===== config.mk =====
export PLATFORM = sky130hd
export DESIGN_NAME = ll_op_ctrl
export DESIGN_NICKNAME = d
export VERILOG_FILES = /design/src/rtl/ll_pkg.sv /design/src/rtl/ll_free_map.sv /design/src/rtl/ll_op_ctrl.sv
export SDC_FILE = /design/constraint.sdc
export NUM_CORES = 1
export LEC_CHECK = 0
export CAP_MARGIN = 40
export CORE_MARGIN = 5
export CORE_UTILIZATION = 43
export DETAILED_ROUTE_END_ITERATION = 10
export MAX_ROUTING_LAYER = met4
export PLACE_DENSITY = 0.87
export SLEW_MARGIN = 20
export SYNTH_ARGS = -nofsm -noshare
export SYNTH_HDL_FRONTEND = slang
export SYNTH_SLANG_ARGS = --single-unit

===== constraint.sdc =====
create_clock -name clk -period 4 [get_ports clk]
set_input_delay 1 -clock clk [delete_from_list [all_inputs] [get_ports clk]]
set_output_delay 1 -clock clk [all_outputs]
set_load 0.02 [all_outputs]

===== src/rtl/ll_pkg.sv =====
// Shared types and default widths for the linked-list operation controller.
// The node layout {next, data} matches the node RAM word format.
package ll_pkg;

  localparam int LL_DATA_WD   = 32;
  localparam int LL_PTR_WD    = 4;
  localparam int LL_NUM_NODES = 15;

  localparam logic [LL_PTR_WD-1:0] NULL_PTR = '1;

  typedef enum logic [1:0] {
    OP_ILLEGAL = 2'b00,
    OP_PUSH    = 2'b01,
    OP_POP     = 2'b10,
    OP_CLEAR   = 2'b11
  } ll_op_e;

  typedef enum logic [1:0] {
    STS_OK    = 2'b00,
    STS_EMPTY = 2'b01,
    STS_FULL  = 2'b10,
    STS_BADOP = 2'b11
  } ll_status_e;

  typedef enum logic [2:0] {
    S_IDLE     = 3'd0,
    S_PUSH_WR  = 3'd1,
    S_POP_RD   = 3'd2,
    S_POP_WAIT = 3'd3,
    S_CLR      = 3'd4,
    S_RESP     = 3'd5
  } ll_state_e;

  typedef struct packed {
    logic [LL_PTR_WD-1:0]  next;
    logic [LL_DATA_WD-1:0] data;
  } ll_node_t;

endpackage


===== src/rtl/ll_free_map.sv =====
// Node allocation bitmap: one free bit per node, lowest-free encoder,
// allocated-node count and full flag.
module ll_free_map
  import ll_pkg::*;
#(
  parameter int PTR_WD    = LL_PTR_WD,
  parameter int NUM_NODES = LL_NUM_NODES
) (
  input  logic              clk,
  input  logic              reset_n,
  input  logic              alloc,
  input  logic              free,
  input  logic [PTR_WD-1:0] free_idx,
  input  logic              clr,
  output logic [PTR_WD-1:0] alloc_idx,
  output logic              full,
  output logic [PTR_WD-1:0] count
);

  logic [NUM_NODES-1:0] free_bits;
  logic                 alloc_ok;
  logic                 free_ok;

  // Descending scan so the last assignment wins: lowest free index.
  always_comb begin
    alloc_idx = '0;
    for (int i = NUM_NODES - 1; i >= 0; i--) begin
      if (free_bits[i]) alloc_idx = PTR_WD'(i);
    end
  end

  assign full     = (count == PTR_WD'(NUM_NODES));
  assign alloc_ok = alloc && !full;
  assign free_ok  = free && (free_idx < PTR_WD'(NUM_NODES)) && !free_bits[free_idx];

  always_ff @(posedge clk or posedge reset_n) begin
    if (reset_n) begin
      free_bits <= '1;
      count     <= '0;
    end else if (clr) begin
      free_bits <= '1;
      count     <= '0;
    end else begin
      if (alloc_ok) free_bits[alloc_idx] <= 1'b0;
      if (free_ok)  free_bits[free_idx]  <= 1'b1;
      case ({alloc_ok, free_ok})
        2'b10:   count <= count + 1'b1;
        2'b01:   count <= count - 1'b1;
        default: count <= count;
      endcase
    end
  end

endmodule


===== src/rtl/ll_op_ctrl.sv =====
// Linked-list operation controller: serves PUSH/POP/CLEAR requests against an
// external node RAM and drives the head-pointer register's update inputs.
module ll_op_ctrl
  import ll_pkg::*;
#(
  parameter int DATA_WD   = LL_DATA_WD,
  parameter int PTR_WD    = LL_PTR_WD,
  parameter int NUM_NODES = LL_NUM_NODES
) (
  input  logic                      clk,
  input  logic                      reset_n,
  input  logic                      req_valid,
  output logic                      req_ready,
  input  logic [1:0]                req_op,
  input  logic [DATA_WD-1:0]        req_data,
  output logic                      resp_valid,
  output logic [1:0]                resp_status,
  output logic [DATA_WD-1:0]        resp_data,
  input  logic [PTR_WD-1:0]         cur_hd_ptr,
  output logic                      upd_hd_ptr,
  output logic                      make_ll_empty,
  output logic [PTR_WD-1:0]         new_hd_ptr,
  output logic                      mem_wr_en,
  output logic                      mem_rd_en,
  output logic [PTR_WD-1:0]         mem_addr,
  output logic [PTR_WD+DATA_WD-1:0] mem_wr_data,
  input  logic [PTR_WD+DATA_WD-1:0] mem_rd_data,
  output logic [PTR_WD-1:0]         ll_count,
  output logic [2:0]                dbg_state
);

  // Request handshake: a request transfers on a clock edge where req_valid and
  // req_ready are both high; req_ready is high only in IDLE, so exactly one
  // request is in flight. The response is a single-cycle resp_valid pulse with
  // no backpressure, after which IDLE accepts again.

  localparam logic [PTR_WD-1:0] NULL_IDX = '1;

  ll_state_e           state_q, state_d;
  ll_status_e          status_q, acc_status;
  logic [DATA_WD-1:0]  data_q;
  logic [DATA_WD-1:0]  rdata_q;
  logic [PTR_WD-1:0]   pop_idx_q;
  logic [PTR_WD-1:0]   rd_next;
  logic [DATA_WD-1:0]  rd_payload;
  logic                fm_alloc, fm_free, fm_clr, fm_full;
  logic [PTR_WD-1:0]   fm_alloc_idx;

  assign rd_next    = mem_rd_data[DATA_WD +: PTR_WD];
  assign rd_payload = mem_rd_data[DATA_WD-1:0];

  ll_free_map #(
    .PTR_WD    (PTR_WD),
    .NUM_NODES (NUM_NODES)
  ) u_free_map (
    .clk       (clk),
    .reset_n   (reset_n),
    .alloc     (fm_alloc),
    .free      (fm_free),
    .free_idx  (pop_idx_q),
    .clr       (fm_clr),
    .alloc_idx (fm_alloc_idx),
    .full      (fm_full),
    .count     (ll_count)
  );

  always_ff @(posedge clk or posedge reset_n) begin
    if (reset_n) state_q <= S_IDLE;
    else         state_q <= state_d;
  end

  always_comb begin
    state_d       = state_q;
    acc_status    = STS_OK;
    upd_hd_ptr    = 1'b0;
    make_ll_empty = 1'b0;
    new_hd_ptr    = '0;
    mem_wr_en     = 1'b0;
    mem_rd_en     = 1'b0;
    mem_addr      = '0;
    mem_wr_data   = '0;
    fm_alloc      = 1'b0;
    fm_free       = 1'b0;
    fm_clr        = 1'b0;
    case (state_q)
      S_IDLE: begin
        if (req_valid) begin
          case (ll_op_e'(req_op))
            OP_PUSH: begin
              acc_status = fm_full ? STS_FULL : STS_OK;
              state_d    = fm_full ? S_RESP : S_PUSH_WR;
            end
            OP_POP: begin
              acc_status = (cur_hd_ptr == NULL_IDX) ? STS_EMPTY : STS_OK;
              state_d    = (cur_hd_ptr == NULL_IDX) ? S_RESP : S_POP_RD;
            end
            OP_CLEAR: state_d = S_CLR;
            default: begin
              acc_status = STS_BADOP;
              state_d    = S_RESP;
            end
          endcase
        end
      end
      S_PUSH_WR: begin
        mem_wr_en   = 1'b1;
        mem_addr    = fm_alloc_idx;
        mem_wr_data = {cur_hd_ptr, data_q};
        upd_hd_ptr  = 1'b1;
        new_hd_ptr  = fm_alloc_idx;
        fm_alloc    = 1'b1;
        state_d     = S_RESP;
      end
      S_POP_RD: begin
        mem_rd_en = 1'b1;
        mem_addr  = cur_hd_ptr;
        state_d   = S_POP_WAIT;
      end
      S_POP_WAIT: begin
        // Popping the last node also forces the head register empty.
        upd_hd_ptr    = 1'b1;
        new_hd_ptr    = rd_next;
        make_ll_empty = (rd_next == NULL_IDX);
        fm_free       = 1'b1;
        state_d       = S_RESP;
      end
      S_CLR: begin
        make_ll_empty = 1'b1;
        fm_clr        = 1'b1;
        state_d       = S_RESP;
      end
      S_RESP:  state_d = S_IDLE;
      default: state_d = S_IDLE;
    endcase
  end

  always_ff @(posedge clk or posedge reset_n) begin
    if (reset_n) begin
      status_q  <= STS_OK;
      data_q    <= '0;
      rdata_q   <= '0;
      pop_idx_q <= '0;
    end else begin
      if (state_q == S_IDLE && req_valid) begin
        status_q <= acc_status;
        data_q   <= req_data;
        rdata_q  <= '0;
      end
      if (state_q == S_POP_RD)   pop_idx_q <= cur_hd_ptr;
      if (state_q == S_POP_WAIT) rdata_q   <= rd_payload;
    end
  end

  assign req_ready   = (state_q == S_IDLE);
  assign resp_valid  = (state_q == S_RESP);
  assign resp_status = resp_valid ? status_q : STS_OK;
  assign resp_data   = resp_valid ? rdata_q : '0;
  assign dbg_state   = state_q;

endmodule


==> results by group, run 1 <==
Clocking
  • Clock latency on the worst-skew pair: 0.35 ns
  • Setup bufs post-CTS: 0
  • Root Buffer Master: clkbuf_8
  • # clock sinks: 92
  • Cts hold-fix bufs: 0
  • Clk buf depth: 2
  • Cts bufs inserted: 9
  • CTS resizes: 0
  • Worst-path clk slew: 0.09 ns
  • H-tree depth: 3
  • TritonCTS clock tree: built

Place
  • PortBufs: between 150 and 200
  • HPWL Detailed: 9890 um
  • Final GP Congestion: a little over 0.9

Final layout
  • Layout Nets: 725
  • Filler instances: 922
  • Share of post-route cells with drive strength above 1: 0.132
  • Leading cell type in the layout, fill and taps excluded: clkdlybuf4s50_1
  • Most frequent cells in the layout: clkdlybuf4s50_1, nand2_1, dfrtp_1
  • Multi-input logic area: between 2000 and 2500 sq um
  • Seq. cell area: 2320 sq um
  • Area Growth Syn to Fin: 42.0%
  • ANT cells: 0

STA
  • Sum of negative setup slack: 0 ns
  • Tcrit/Tclk final: 0.964
  • Worst slew margin: 0.496
  • Final number of max-transition violations: 0
  • Final hold violation count: 0
  • Final setup viols: 0
  • Minimum clock period: 3.86 ns
  • RSZ-0062 raised after global routing: false
  • Skew final: around 0.012 ns
  • Fmax: 259 MHz
  • Slew of the pin with the lowest slew margin: 0.750 ns

Synth
  • Avg Inst Size Synth: between 9 and 10 sq um
  • #FFs+latches synth: between 90 and 100
  • Post-synth top area cell: dfrtp_1
  • Ys flop type: dfrtp_1
  • Post-synth EDFFs: 0
  • Cell area after synthesis: approximately 4700 sq um
  • Largest cells by area after synthesis: dfrtp_1, and2_1, dfstp_2
  • Mapped Cells: just under 500
  • Distinct cells, synth: 48
  • Synth Net Count: 571
  • Number of synthesis warnings: 0
  • Register area share after synthesis: 0.490
  • Top-area cell type share of the netlist area: 0.407
  • Synth async-reset ratio: 1.00

Detailed routing
  • Initial DRC count: 331
  • WL met3: about 900 um
  • Met2 wire length: 6740 um
  • Drt drc: 0
  • Drt pass-1 iters: 8
  • Met1 WL: 5340 um
  • Detailed Route WL: 13200 um
  • Number of vias per cell: 5.36
  • Routed wire per std cell: 16.7 um
  • Top Layer Used: met4
  • Final antenna-violating net count: 0
  • Via Count: 4234

Power
  • P per Cell Area: about 620 nW/um^2
  • Pleak: 2.73 nW
  • Max IR drop VDD: 0.327 mV
  • Final Power: 4.18 mW

Worst setup path
  • Crit path DAT: 2.86 ns
  • R2R Setup Slk: about 0.80 ns
  • Max incr delay on CP: 0.62 ns
  • R2R depth: 10
  • Reg2reg start: pop_idx_q[0]
  • Crit end category: output pin
  • Critical path, cell by cell: nand2b_1 -> a221oi_1 -> o221ai_1 -> a21oi_1 -> mux2i_1 -> nor2_1 -> clkdlybuf4s50_1
  • Slowest-stage cell, CP: clkdlybuf4s50_1
  • Reg2reg end: u_free_map.count[3]
  • Worst path required time: 3.00 ns
  • Critical path peak fanout: 6
  • Critical path startpoint category: register
  • Worst setup path category: register to output pin

Die
  • Total die area: 13200 sq um
  • Die height: about 110 um
  • Row count: 38
  • Die X: 115 um
  • Initial Utilization: 0.437
  • Io pins: 168
  • Core area: 10800 sq um

Status
  • Status: complete, no violations

Worst hold path
  • Hold_sp: data_q[19]
  • Worst Hold Path Cells: 1
  • Hold Path Sink: data_q[19]
  • Hold Crit Class: register to register

GRT
  • Initial antenna violation count: 0
  • GRT overflow: 0
  • Overall Global Routing Usage: 0.210
  • First-pass GRT wire length: between 20000 and 25000 um
  • Via count of the first global-routing pass: 4448
  • Largest net degree at the start of global routing: between 50 and 60

Flow run
  • Max cap viols: 0
-- cell families (layout without fill, tap and decap cells) --
family	after synthesis	count (layout)	share of synthesized area
and+or+nand+nor	216	216	0.224
DFF	92	92	0.490
xor gates and xnor gates	1	1	0.00185
muxes	43	43	0.110
adders and majority gates	3	3	0.00950
buffers and inverters	48	207	0.0420
AOI/OAI and AO/OA	88	88	0.122
-- synthesized netlist by cell type (3+ instances only) --
cell and count:
a21o_1 3, mux2i_1 5, nand2b_1 3, dfstp_2 15
a21oi_1 8, o21a_1 4, o311ai_0 5, nand2_1 95
nor3_1 5, nand3_1 9, and2_1 70, nor2_1 18
buf_2 9, clkbuf_1 21, inv_1 15, mux2_2 34
nor4_1 3, a221o_1 4, mux4_2 3, dfrtp_1 77
o22ai_1 3, nand4_1 5, o21ai_0 41, o31ai_1 7
-- metrics by stage --
stage / instances / hold WS [ns] / cell area [sq um] / utilization / worst slack, ns
3_3_place_gp: 774 / 0.481 / 6530 / 0.602 / 0.592
2_1_floorplan: 491 / 0.472 / 4740 / - / 0.633
6_report: 790 / 0.503 / 6730 / 0.621 / 0.143
3_5_place_dp: 774 / 0.487 / 6530 / 0.602 / 0.567
4_1_cts: 790 / 0.508 / 6730 / 0.621 / 0.142
5_1_grt: 790 / 0.523 / 6730 / 0.621 / 0.00944
-- routing by layer --
| metal | vias up | track usage |
|---|---|---|
| met4 | 0 | 0.0728 |
| met5 | - | - |
| met1 | 2032 | 0.252 |
| met2 | 203 | 0.354 |
| li1 | 1979 | - |
| met3 | 20 | 0.0421 |
-- sequential cells by signal (all words and copies together), names as in the netlist --
name                  flops
data_q                   32
dbg_state                 3
pop_idx_q                 4
rdata_q                  32
status_q                  2
u_free_map.count          4
u_free_map.free_bits     15
-- worst max path at each step --
| stage | startpoint | to | slack, ns |
|---|---|---|---|
| 2_1_floorplan | reset_n | data_q[0] | 0.63 |
| 3_3_place_gp | u_free_map.free_bits[13] | new_hd_ptr[0] | 0.59 |
| 3_5_place_dp | u_free_map.free_bits[13] | new_hd_ptr[0] | 0.57 |
| 4_1_cts | u_free_map.free_bits[13] | new_hd_ptr[0] | 0.14 |
| 5_1_grt | u_free_map.free_bits[13] | new_hd_ptr[0] | 0.009 |
| 6_report | u_free_map.free_bits[13] | new_hd_ptr[0] | 0.14 |
-- cell type report --
cell class / count / share of cell area
sequential: 92 / 0.345
tap: 140 / 0.0260
clock inverter: 6 / 0.00929
timing repair buffer: 174 / 0.260
multi-input combinational: 351 / 0.330
inverter: 17 / 0.00967
clock buffer: 10 / 0.0204
-- critical path: cells and delay by family (launching register included) --
family | cells | cell delay (ns)
AO/OA/AOI/OAI | 3 | 0.99
flip-flops | 1 | 0.59
buffers and inverters | 1 | 0.62
AND/OR/NAND/NOR | 2 | 0.18
multiplexers | 1 | 0.12
-- power breakdown --
group	switching, mW	total [mW]	internal [mW]
registers	0.281	1.59	1.31
clock network	0.323	0.629	0.306
logic	1.02	1.96	0.946
total	1.62	4.18	2.56
No activity file was read; power rests on OpenSTA's default activity.
==> run 2, diff against run 1 <==
- SKIP_LAST_GASP: default -> 1
==> results of run 2 <==
The final DEF is identical to that of run 1; final timing and power are the same.
==> run 3, diff against run 2 <==
- ABC_AREA: default -> 1
==> run 3 against run 2 <==
Non-clock buffer count unchanged. Synthesized cell count grew 29%. Cell count up 19%. Flip-flop and latch count stayed put. Largest cell class unchanged. Hold slack got worse by 0.038 ns. Final area about the same. Setup slack better by 0.20 ns.
==> results by group, run 3 <==
Status
  • Status: complete, no violations

Worst setup path
  • Worst path required time: 3.00 ns (about the same)
  • Worst setup path category: register to output pin
  • Critical path peak fanout: 5 (-1)
  • Crit end category: output pin
  • Crit path DAT: 2.66 ns (-0.20 ns)
  • Critical path startpoint category: register

Synth
  • Mapped Cells: 634 (+29%)
  • Ys flop type: dfrtp_1
  • Commonest cells in the netlist: nand2_1, inv_1, nor2_1
  • Register area share after synthesis: 0.489 (-0.00116)
  • Cell area after synthesis: 4750 sq um (+0.24%)
  • Most frequent cell after synthesis: nand2_1
  • Top-area cell type share of the netlist area: 0.406 (-0.000964)
  • #FFs+latches synth: 92 (unchanged)
  • Avg Inst Size Synth: 7.49 sq um (-22%)
  • Number of synthesis warnings: 0 (unchanged)
  • Synth Net Count: 714 (+25%)
  • Post-synth EDFFs: 0 (unchanged)
  • Distinct cells, synth: 37 (-23%)
  • Post-synth top area cell: dfrtp_1
  • Synth async-reset ratio: 1.00 (unchanged)
  • Largest cells by area after synthesis: dfrtp_1, nand2_1, inv_1

STA
  • Sum of negative setup slack: 0 ns (unchanged)
  • Minimum clock period: 3.66 ns (-0.200 ns)
  • Fmax: 273 MHz (+5.5%)
  • Final setup viols: 0 (unchanged)
  • Final WS setup: 0.343 ns (+0.200 ns)
  • Tcrit/Tclk final: 0.914 (-0.0499)
  • Final hold violation count: 0 (unchanged)
  • Final number of max-transition violations: 0 (unchanged)
  • RSZ-0062 raised after global routing: false
  • Skew final: 0.00815 ns (-0.00337 ns)
  • Worst slew margin: 0.521 (+0.0254)
  • Hold WS: 0.465 ns (-0.0375 ns)
  • Slew of the pin with the lowest slew margin: 0.718 ns (-0.0322 ns)

Final layout
  • Leading cell type in the layout, fill and taps excluded: clkdlybuf4s50_1
  • Most frequent cells in the layout: clkdlybuf4s50_1, nand2_1, inv_1
  • Post-layout utilization of the core: 0.622 (about the same)
  • Share of post-route cells with drive strength above 1: 0.0800 (-0.0523)
  • Area Growth Syn to Fin: 41.8%
  • Biggest regs: data_q: 32 flops, rdata_q: 32 flops, u_free_map.free_bits: 15 flops
  • Design Area, Final: 6740 sq um (about the same)
  • Seq. cell area: 2320 sq um (unchanged)
  • ANT cells: 0 (unchanged)
  • Finished Layout Cells: 940 (+19%)
  • Layout Nets: 875 (+21%)
  • Filler instances: 957 (+3.8%)
  • Multi-input logic area: 1850 sq um (-17%)

Clocking
  • TritonCTS clock tree: built
  • Worst-path clk slew: 0.08 ns (about the same)
  • Root Buffer Master: clkbuf_8
  • Clk buf depth: 2 (unchanged)
  • Clock latency on the worst-skew pair: 0.36 ns (about the same)
  • # clock sinks: 92 (unchanged)
  • Cts bufs inserted: 9 (unchanged)
  • H-tree depth: 3 (unchanged)

Die
  • Initial Utilization: 0.438 (+0.00104)
  • Row count: 38 (unchanged)
  • Core area: 10800 sq um (unchanged)
  • Io pins: 168 (unchanged)
  • Die height: 115 um (+0.11%)
  • Total die area: 13300 sq um (+0.22%)
  • Die X: 115 um (+0.11%)

Detailed routing
  • Final antenna-violating net count: 0 (unchanged)
  • Via Count: 4546 (+7.4%)
  • Drt pass-1 iters: 5 (-3)
  • Routed wire per std cell: 14.5 um (-13%)
  • Detailed Route WL: 13600 um (+3.1%)
  • Number of vias per cell: 4.84 (-9.8%)
  • Drt drc: 0 (unchanged)
  • Initial DRC count: 259 (-22%)

Power
  • Final Power: 4.27 mW (+2.1%)
  • Max IR drop VDD: 0.396 mV (+21%)
  • Pleak: 3.06 nW (+12%)
  • P per Cell Area: 634 nW/um^2 (+2.0%)

Flow run
  • Max cap viols: 0 (unchanged)

Place
  • HPWL Detailed: 10000 um (+1.4%)
  • Post-place setup slack: 0.578 ns (+0.0106 ns)
  • Placed cell count: 924 (+19%)
  • PortBufs: 167 (unchanged)
  • Final GP Congestion: 0.974 (+4.1%)
  • Placed inst area: 6530 sq um (unchanged)

Worst hold path
  • Hold Crit Class: register to register

GRT
  • Overall Global Routing Usage: 0.216 (+0.00545)
  • Via count of the first global-routing pass: 4521 (+1.6%)
  • Initial antenna violation count: 0 (unchanged)
  • Largest net degree at the start of global routing: 42 (-18%)
  • GRT overflow: 0 (unchanged)
  • First-pass GRT wire length: 21700 um (+0.61%)
==> run 3: cell type report <==
cell class | instances | area share
clock inverter | 4 | 0.00724
inverter | 121 | 0.0680
tap | 140 | 0.0260
clock buffer | 12 | 0.0230
multi-input combinational | 397 | 0.275
timing repair buffer | 174 | 0.256
sequential | 92 | 0.344
==> run 3: logic make-up (layout without fill, tap and decap cells) <==
family / count (synthesis) / count (layout) / synth area share
xor gates and xnor gates: 2 / 2 / 0.00369
DFF: 92 / 92 / 0.489
buffers and inverters: 145 / 311 / 0.124
and+or+nand+nor: 286 / 286 / 0.255
adders and majority gates: 3 / 3 / 0.00948
AOI/OAI and AO/OA: 106 / 106 / 0.119
==> run 3: timing repair <==
action                                  in CTS  in global routing
buffers inserted                             0                  0
endpoints found under the setup margin       0                  1
hold buffers                                 0                  0
gates resized for setup                      0                  1
==> run 3: final timing paths <==
path | startpoint | endpoint | slack, ns | depth (start not counted)
max in group asynchronous | reset_n | rdata_q[5] | 2.18 | 3
hold / removal | u_free_map.free_bits[12] | u_free_map.free_bits[12] | 0.47 | 2
hold reg to reg | u_free_map.free_bits[12] | u_free_map.free_bits[12] | 0.47 | 2
min in group asynchronous | reset_n | rdata_q[29] | 1.02 | 2
setup / recovery | u_free_map.free_bits[11] | new_hd_ptr[0] | 0.34 | 15
setup reg to reg | dbg_state[1] | u_free_map.count[3] | 0.84 | 14
==> run 3: power by group <==
| part | switching, mW | leakage [nW] | internal (mW) |
|---|---|---|---|
| clock network | 0.320 | 0.106 | 0.323 |
| logic | 1.35 | 1.81 | 0.812 |
| registers | 0.161 | 1.15 | 1.30 |
==> run 3: worst max-delay path: stages (launching register included) <==
cell,delay [ns]
dfstp_2,0.54
inv_1,0.07
nand2_1,0.06
nand2_1,0.04
nand2_1,0.05
nand2_1,0.05
nand2_1,0.05
nand2_1,0.04
nand2_1,0.05
nand2_1,0.05
nand2_1,0.09
nand2_1,0.11
nand2_1,0.15
nand2_1,0.16
o21ai_0,0.17
clkdlybuf4s50_1,0.63
==> run 3: routing by layer <==
metal / vias to the layer above / GRT usage / wire length (um)
li1: 2278 / - / -
met1: 2058 / 0.269 / 5680
met2: 183 / 0.338 / 6510
met3: 27 / 0.0537 / 1070
met4: 0 / 0.0845 / 356
met5: - / - / 0
